$ cat config.mk
export PLATFORM = sky130hd
export DESIGN_NAME = decoder_select_arbiter_flat
export DESIGN_NICKNAME = d
export VERILOG_FILES = /design/src/rtl/decoder_select_arbiter_if.sv /design/src/rtl/decoder_select_arbiter.sv /design/src/flat_wrapper.sv
export SDC_FILE = /design/constraint.sdc
export NUM_CORES = 1
export LEC_CHECK = 0
export ABC_CLOCK_PERIOD_IN_PS = 4000
export BUFFER_PORTS_ARGS = -buffer_cell sky130_fd_sc_hd__buf_2
export CORE_ASPECT_RATIO = 1.4
export CORE_MARGIN = 8
export CORE_UTILIZATION = 45
export CTS_CLUSTER_DIAMETER = 200
export DETAILED_ROUTE_END_ITERATION = 10
export PLACE_DENSITY = 0.67
export SLEW_MARGIN = 15
export SYNTH_ARGS = -nofsm -noshare
export SYNTH_HDL_FRONTEND = slang
export SYNTH_SLANG_ARGS = --single-unit
$ cat constraint.sdc
create_clock -name clk -period 4 [get_ports clk]
set_clock_uncertainty 0.05 [all_clocks]
set_input_delay 0.8 -clock clk [delete_from_list [all_inputs] [get_ports clk]]
set_output_delay 0.8 -clock clk [all_outputs]
set_load 0.01 [all_outputs]
$ cat src/rtl/decoder_select_arbiter_if.sv
// Request/grant bundle between the requesters and the select-bus arbiter.
// The master side drives enable and requests; the slave side (the arbiter) returns grants.
interface decoder_select_arbiter_if;
    logic       en;
    logic [7:0] req;
    logic [7:0] gnt_n;
    logic [2:0] gnt_idx;
    logic       busy;
    logic       preempt;

    modport master (
        output en, req,
        input  gnt_n, gnt_idx, busy, preempt
    );

    modport slave (
        input  en, req,
        output gnt_n, gnt_idx, busy, preempt
    );
endinterface

$ cat src/rtl/decoder_select_arbiter.sv
// Round-robin owner of a shared 3-to-8 decoded select bus, with hold-time limiting
// and a mandatory idle cycle between any two grants.
module decoder_select_arbiter #(
    parameter int unsigned HOLD_MAX = 16
) (
    input  logic                          clk,
    input  logic                          rst_n,
    decoder_select_arbiter_if.slave       bus
);

    typedef enum logic {
        IDLE,
        GRANT
    } state_t;

    state_t     r_state;
    state_t     w_stateNxt;
    logic [2:0] r_ptr;
    logic [7:0] r_cnt;
    logic [7:0] r_gntN;
    logic [2:0] r_gntIdx;
    logic       r_busy;
    logic       r_preempt;

    logic [2:0] w_ptrNxt;
    logic [7:0] w_cntNxt;
    logic [7:0] w_gntNNxt;
    logic [2:0] w_gntIdxNxt;
    logic       w_busyNxt;
    logic       w_preemptNxt;

    logic [7:0] w_rot;
    logic [2:0] w_offset;
    logic [2:0] w_winner;
    logic       w_arbitrate;
    logic       w_ownerReq;
    logic       w_holdHit;
    logic       w_exit;

    // Requests rotated so bit 0 is the current highest-priority index.
    always_comb begin
        w_rot = '0;
        for (int i = 0; i < 8; i++) begin
            w_rot[i] = bus.req[r_ptr + 3'(i)];
        end
    end

    always_comb begin
        w_offset = '0;
        for (int i = 7; i >= 0; i--) begin
            if (w_rot[i]) begin
                w_offset = 3'(i);
            end
        end
    end

    assign w_winner    = r_ptr + w_offset;
    assign w_arbitrate = bus.en && (bus.req != 8'h00);
    assign w_ownerReq  = bus.req[r_gntIdx];
    assign w_holdHit   = (r_cnt == 8'(HOLD_MAX));
    assign w_exit      = !bus.en || !w_ownerReq || w_holdHit;

    always_ff @(posedge clk or negedge rst_n) begin
        if (!rst_n) begin
            r_state   <= IDLE;
            r_ptr     <= '0;
            r_cnt     <= '0;
            r_gntN    <= 8'hFF;
            r_gntIdx  <= '0;
            r_busy    <= 1'b0;
            r_preempt <= 1'b0;
        end else begin
            r_state   <= w_stateNxt;
            r_ptr     <= w_ptrNxt;
            r_cnt     <= w_cntNxt;
            r_gntN    <= w_gntNNxt;
            r_gntIdx  <= w_gntIdxNxt;
            r_busy    <= w_busyNxt;
            r_preempt <= w_preemptNxt;
        end
    end

    always_comb begin
        w_stateNxt = r_state;
        case (r_state)
            IDLE:    if (w_arbitrate) w_stateNxt = GRANT;
            GRANT:   if (w_exit)      w_stateNxt = IDLE;
            default: w_stateNxt = IDLE;
        endcase
    end

    // Release always passes through IDLE, which gives the break-before-make gap.
    always_comb begin
        w_ptrNxt     = r_ptr;
        w_cntNxt     = r_cnt;
        w_gntNNxt    = r_gntN;
        w_gntIdxNxt  = r_gntIdx;
        w_busyNxt    = r_busy;
        w_preemptNxt = 1'b0;
        case (r_state)
            IDLE: begin
                if (w_arbitrate) begin
                    w_gntNNxt   = ~(8'd1 << w_winner);
                    w_gntIdxNxt = w_winner;
                    w_busyNxt   = 1'b1;
                    w_cntNxt    = 8'd1;
                    w_ptrNxt    = w_winner + 3'd1;
                end
            end
            GRANT: begin
                if (w_exit) begin
                    w_gntNNxt    = 8'hFF;
                    w_busyNxt    = 1'b0;
                    w_preemptNxt = bus.en && w_ownerReq && w_holdHit;
                end else begin
                    w_cntNxt = r_cnt + 8'd1;
                end
            end
            default: begin
                w_gntNNxt = 8'hFF;
                w_busyNxt = 1'b0;
            end
        endcase
    end

    assign bus.gnt_n   = r_gntN;
    assign bus.gnt_idx = r_gntIdx;
    assign bus.busy    = r_busy;
    assign bus.preempt = r_preempt;

endmodule
$ cat src/flat_wrapper.sv
// flat-port wrapper written by rule: the top's interface ports become plain ports
module decoder_select_arbiter_flat 
#(
    parameter int unsigned HOLD_MAX = 16
)
  (clk, rst_n, bus_en, bus_req, bus_gnt_n, bus_gnt_idx, bus_busy, bus_preempt);
  decoder_select_arbiter_if bus_i ();
  input  logic clk;
  input  logic rst_n;
  input wire logic [$bits(bus_i.en)-1:0] bus_en;
  input wire logic [$bits(bus_i.req)-1:0] bus_req;
  output wire logic [$bits(bus_i.gnt_n)-1:0] bus_gnt_n;
  output wire logic [$bits(bus_i.gnt_idx)-1:0] bus_gnt_idx;
  output wire logic [$bits(bus_i.busy)-1:0] bus_busy;
  output wire logic [$bits(bus_i.preempt)-1:0] bus_preempt;
  assign bus_i.en = bus_en;
  assign bus_i.req = bus_req;
  assign bus_gnt_n = bus_i.gnt_n;
  assign bus_gnt_idx = bus_i.gnt_idx;
  assign bus_busy = bus_i.busy;
  assign bus_preempt = bus_i.preempt;
  decoder_select_arbiter #(.HOLD_MAX(HOLD_MAX)) u_core (.clk(clk), .rst_n(rst_n), .bus(bus_i));
endmodule
==> impl_metrics.tcl <==
set metrics [dict create \
    ys_ff_latch 25 \
    clockBufferDepth 2 \
    worst_slew_pin_slew_ps 736 \
    globalplace.congestion 0.793 \
    h-tree-depth 1 \
    cts_tree "done" \
    worstPathArrival_ps 3770 \
    grt_pass1_vias 1595 \
    overflow 0 \
    fmax_ghz 0.274 \
    synth_cells 188 \
    finalHoldViolations 0 \
    fill_cells 417 \
    setup_viol 0 \
    synth_top_area_share_pct 21.8 \
    hpwlAfterDp_um 3310 \
    yosysWarnings 0 \
    syn_area_per_cell_um2 10.4 \
    dpl_worst_slack_ps 271 \
    cap_violations 0 \
    numPortBuffers 23 \
    ir_worst_vdd_mv 0.432 \
    leakage_nw 0.955 \
    drcViolationCount 0 \
    end_kind "flip-flop" \
    ys_types 44 \
    synth_edf_count 0 \
    netlist_area_mm2 0.00195 \
    synthToLayoutAreaGrowth_pct 10.4 \
    grt_pass1_wl_um 7460 \
    avgViaCountPerCell 5.89 \
    wirelength_um 4220 \
    crit_path_start_kind "flip-flop" \
    worstHoldStart "u_core.bus.busy" \
    layout_commonest_cell "nand2_1" \
    final_cell_mix "nand2_1, buf_2, dfrtp_1" \
    multi_input_area_mm2 0.00123 \
    async_flop_share_pct 100 \
    clk_latency_ps 270 \
    hold_slack_ps 434 \
    cts_buffers 3 \
    synth_area_leaders "dfrtp_1, dfstp_2, mux4_2, mux2i_1, ha_1" \
    crit_path_max_fanout 8 \
    seq_area_um2 636 \
    fin_setup_tns_ps 0 \
    relSlewSlack_pct 50.9 \
    antenna_found_initial 0 \
    rr_startpoint "u_core.r_ptr[0]" \
    final_core_util_pct 51.3 \
    n_antenna_cell 0 \
    hp-class "reg2reg" \
    cts-root-buf "clkbuf_8" \
    grt_max_degree 26 \
    startpoint "u_core.r_ptr[0]" \
    rows 28 \
    rsz0062_at_grt "false" \
    fp.coreArea_mm2 0.00420 \
    setup_slack_ps 357 \
    status "finished clean" \
    synth_fp_nets 210 \
    routedWlPerCell_um 16.2 \
    grt_util_all_layers_pct 13.7 \
    num_io_pins 24 \
    die_y_um 93.9 \
    vias 1532 \
    cts.clk_slew.worst_paths_ps 90 \
    initial_utilization_pct 46.4 \
    fin_crit_sh_pct 91.1 \
    drive_gt1_share_pct 29.3 \
    power.density_mw_per_mm2 927 \
    die_area_mm2 0.00673 \
    firstDrtPassIters 4 \
    period_needed_ps 3640 \
    synth_area_leader_cell "dfrtp_1" \
    ys_seq_area_share_pct 32.6 \
    initialDrtViolationCount 85 \
    cp.required_ps 4120 \
    crit_type "reg2reg" \
    die_w_um 71.7 \
    synth_ff_type "dfrtp_1" \
    fin_nets 238 \
    cts.sinks 25 \
    final_antenna_net_count 0 \
    maxSlewViolCount 0 \
]
[final timing paths]
| kind | end | slack, ps | cells past startpoint |
|---|---|---|---|
| max | u_core.r_ptr[2] | 360 | 15 |
| min | u_core.bus.busy | 430 | 2 |
| max reg2reg | u_core.r_ptr[2] | 360 | 15 |
| min reg2reg | u_core.bus.busy | 430 | 2 |
| max in group asynchronous | u_core.r_cnt[7] | 3080 | 1 |
| min in group asynchronous | u_core.bus.gnt_idx[2] | 450 | 1 |
[per-stage QoR]
step | total power [mW] | instance area, um2 | instances
floorplan | 1.52 | 1950 | 188
global placement | 1.84 | 2100 | 256
detailed placement | 1.85 | 2100 | 256
CTS | 2.02 | 2150 | 260
global route | 2.21 | 2160 | 260
finish | 2.00 | 2160 | 260
[routing by layer]
layer | vias up | track usage (%) | wire, um
li1 | 749 | - | -
met1 | 759 | 15.0 | 1640
met2 | 18 | 25.8 | 2400
met3 | 6 | 1.92 | 103
met4 | 0 | 4.96 | 78
met5 | - | 0 | 0
[kinds of logic after synthesis]
| logic type | after synthesis | share of synthesized area [%] |
|---|---|---|
| adders and majority gates | 11 | 7.44 |
| and+or+nand+nor | 73 | 18.7 |
| muxes | 28 | 21.3 |
| xor gates and xnor gates | 7 | 3.14 |
| buffers and inverters | 14 | 4.74 |
| AOI/OAI and AO/OA | 30 | 12.2 |
| DFF | 25 | 32.6 |
[report_power, final]
part	switching, mW	total (mW)	internal, mW	leakage [nW]
sequential	0.0759	0.412	0.336	0.302
clock	0.0830	0.154	0.0706	0.0217
combinational	0.775	1.43	0.657	0.632
[Yosys cell counts (2+ instances only)]
master and count:
a31oi_1 4, o21ai_0 6, inv_1 8, mux2i_1 16
and2_1 6, dfstp_2 8, o211ai_1 2, nand3_1 5
buf_6 4, mux2_2 2, mux4_2 8, nor3b_1 3
xor2_1 6, a21oi_1 5, nand4_1 5, nand2_1 25
ha_1 10, mux4_1 2, o31ai_1 2, dfrtp_1 17
nor2_1 14, nor3_1 7, nor4_1 2
[what timing repair did]
action,in CTS,in global routing
setup buffers,0,0
resized for setup,0,2
hold buffers,0,0
endpoints found under the setup margin,0,4
[state kept, by name, indices dropped and copies added (netlist names)]
register            count
u_core.r_state          1
u_core.r_cnt            8
u_core.bus.gnt_idx      3
u_core.r_ptr            3
u_core.bus.busy         1
u_core.bus.preempt      1
u_core.bus.gnt_n        8
[critical path, cell delays in order (launching register included)]
cell,delay (ps)
dfrtp_1,400
inv_4,80
ha_2,460
mux2i_1,280
mux2i_1,130
mux2i_1,240
nand2_1,120
a32o_1,230
a22o_2,280
fa_1,440
xnor2_1,240
nand3_2,170
nand2_1,100
ha_1,220
nand2_1,50
nand2_1,50
[cell type report]
cell class | count | share of cell area [%]
repair buffers | 28 | 7.08
clock inverters | 1 | 0.348
clock buffers | 3 | 1.92
flip-flops and latches | 25 | 29.5
well taps | 45 | 2.61
inverters | 9 | 1.68
multi-input cells | 149 | 56.9
Power figures use the tool's default switching activity.
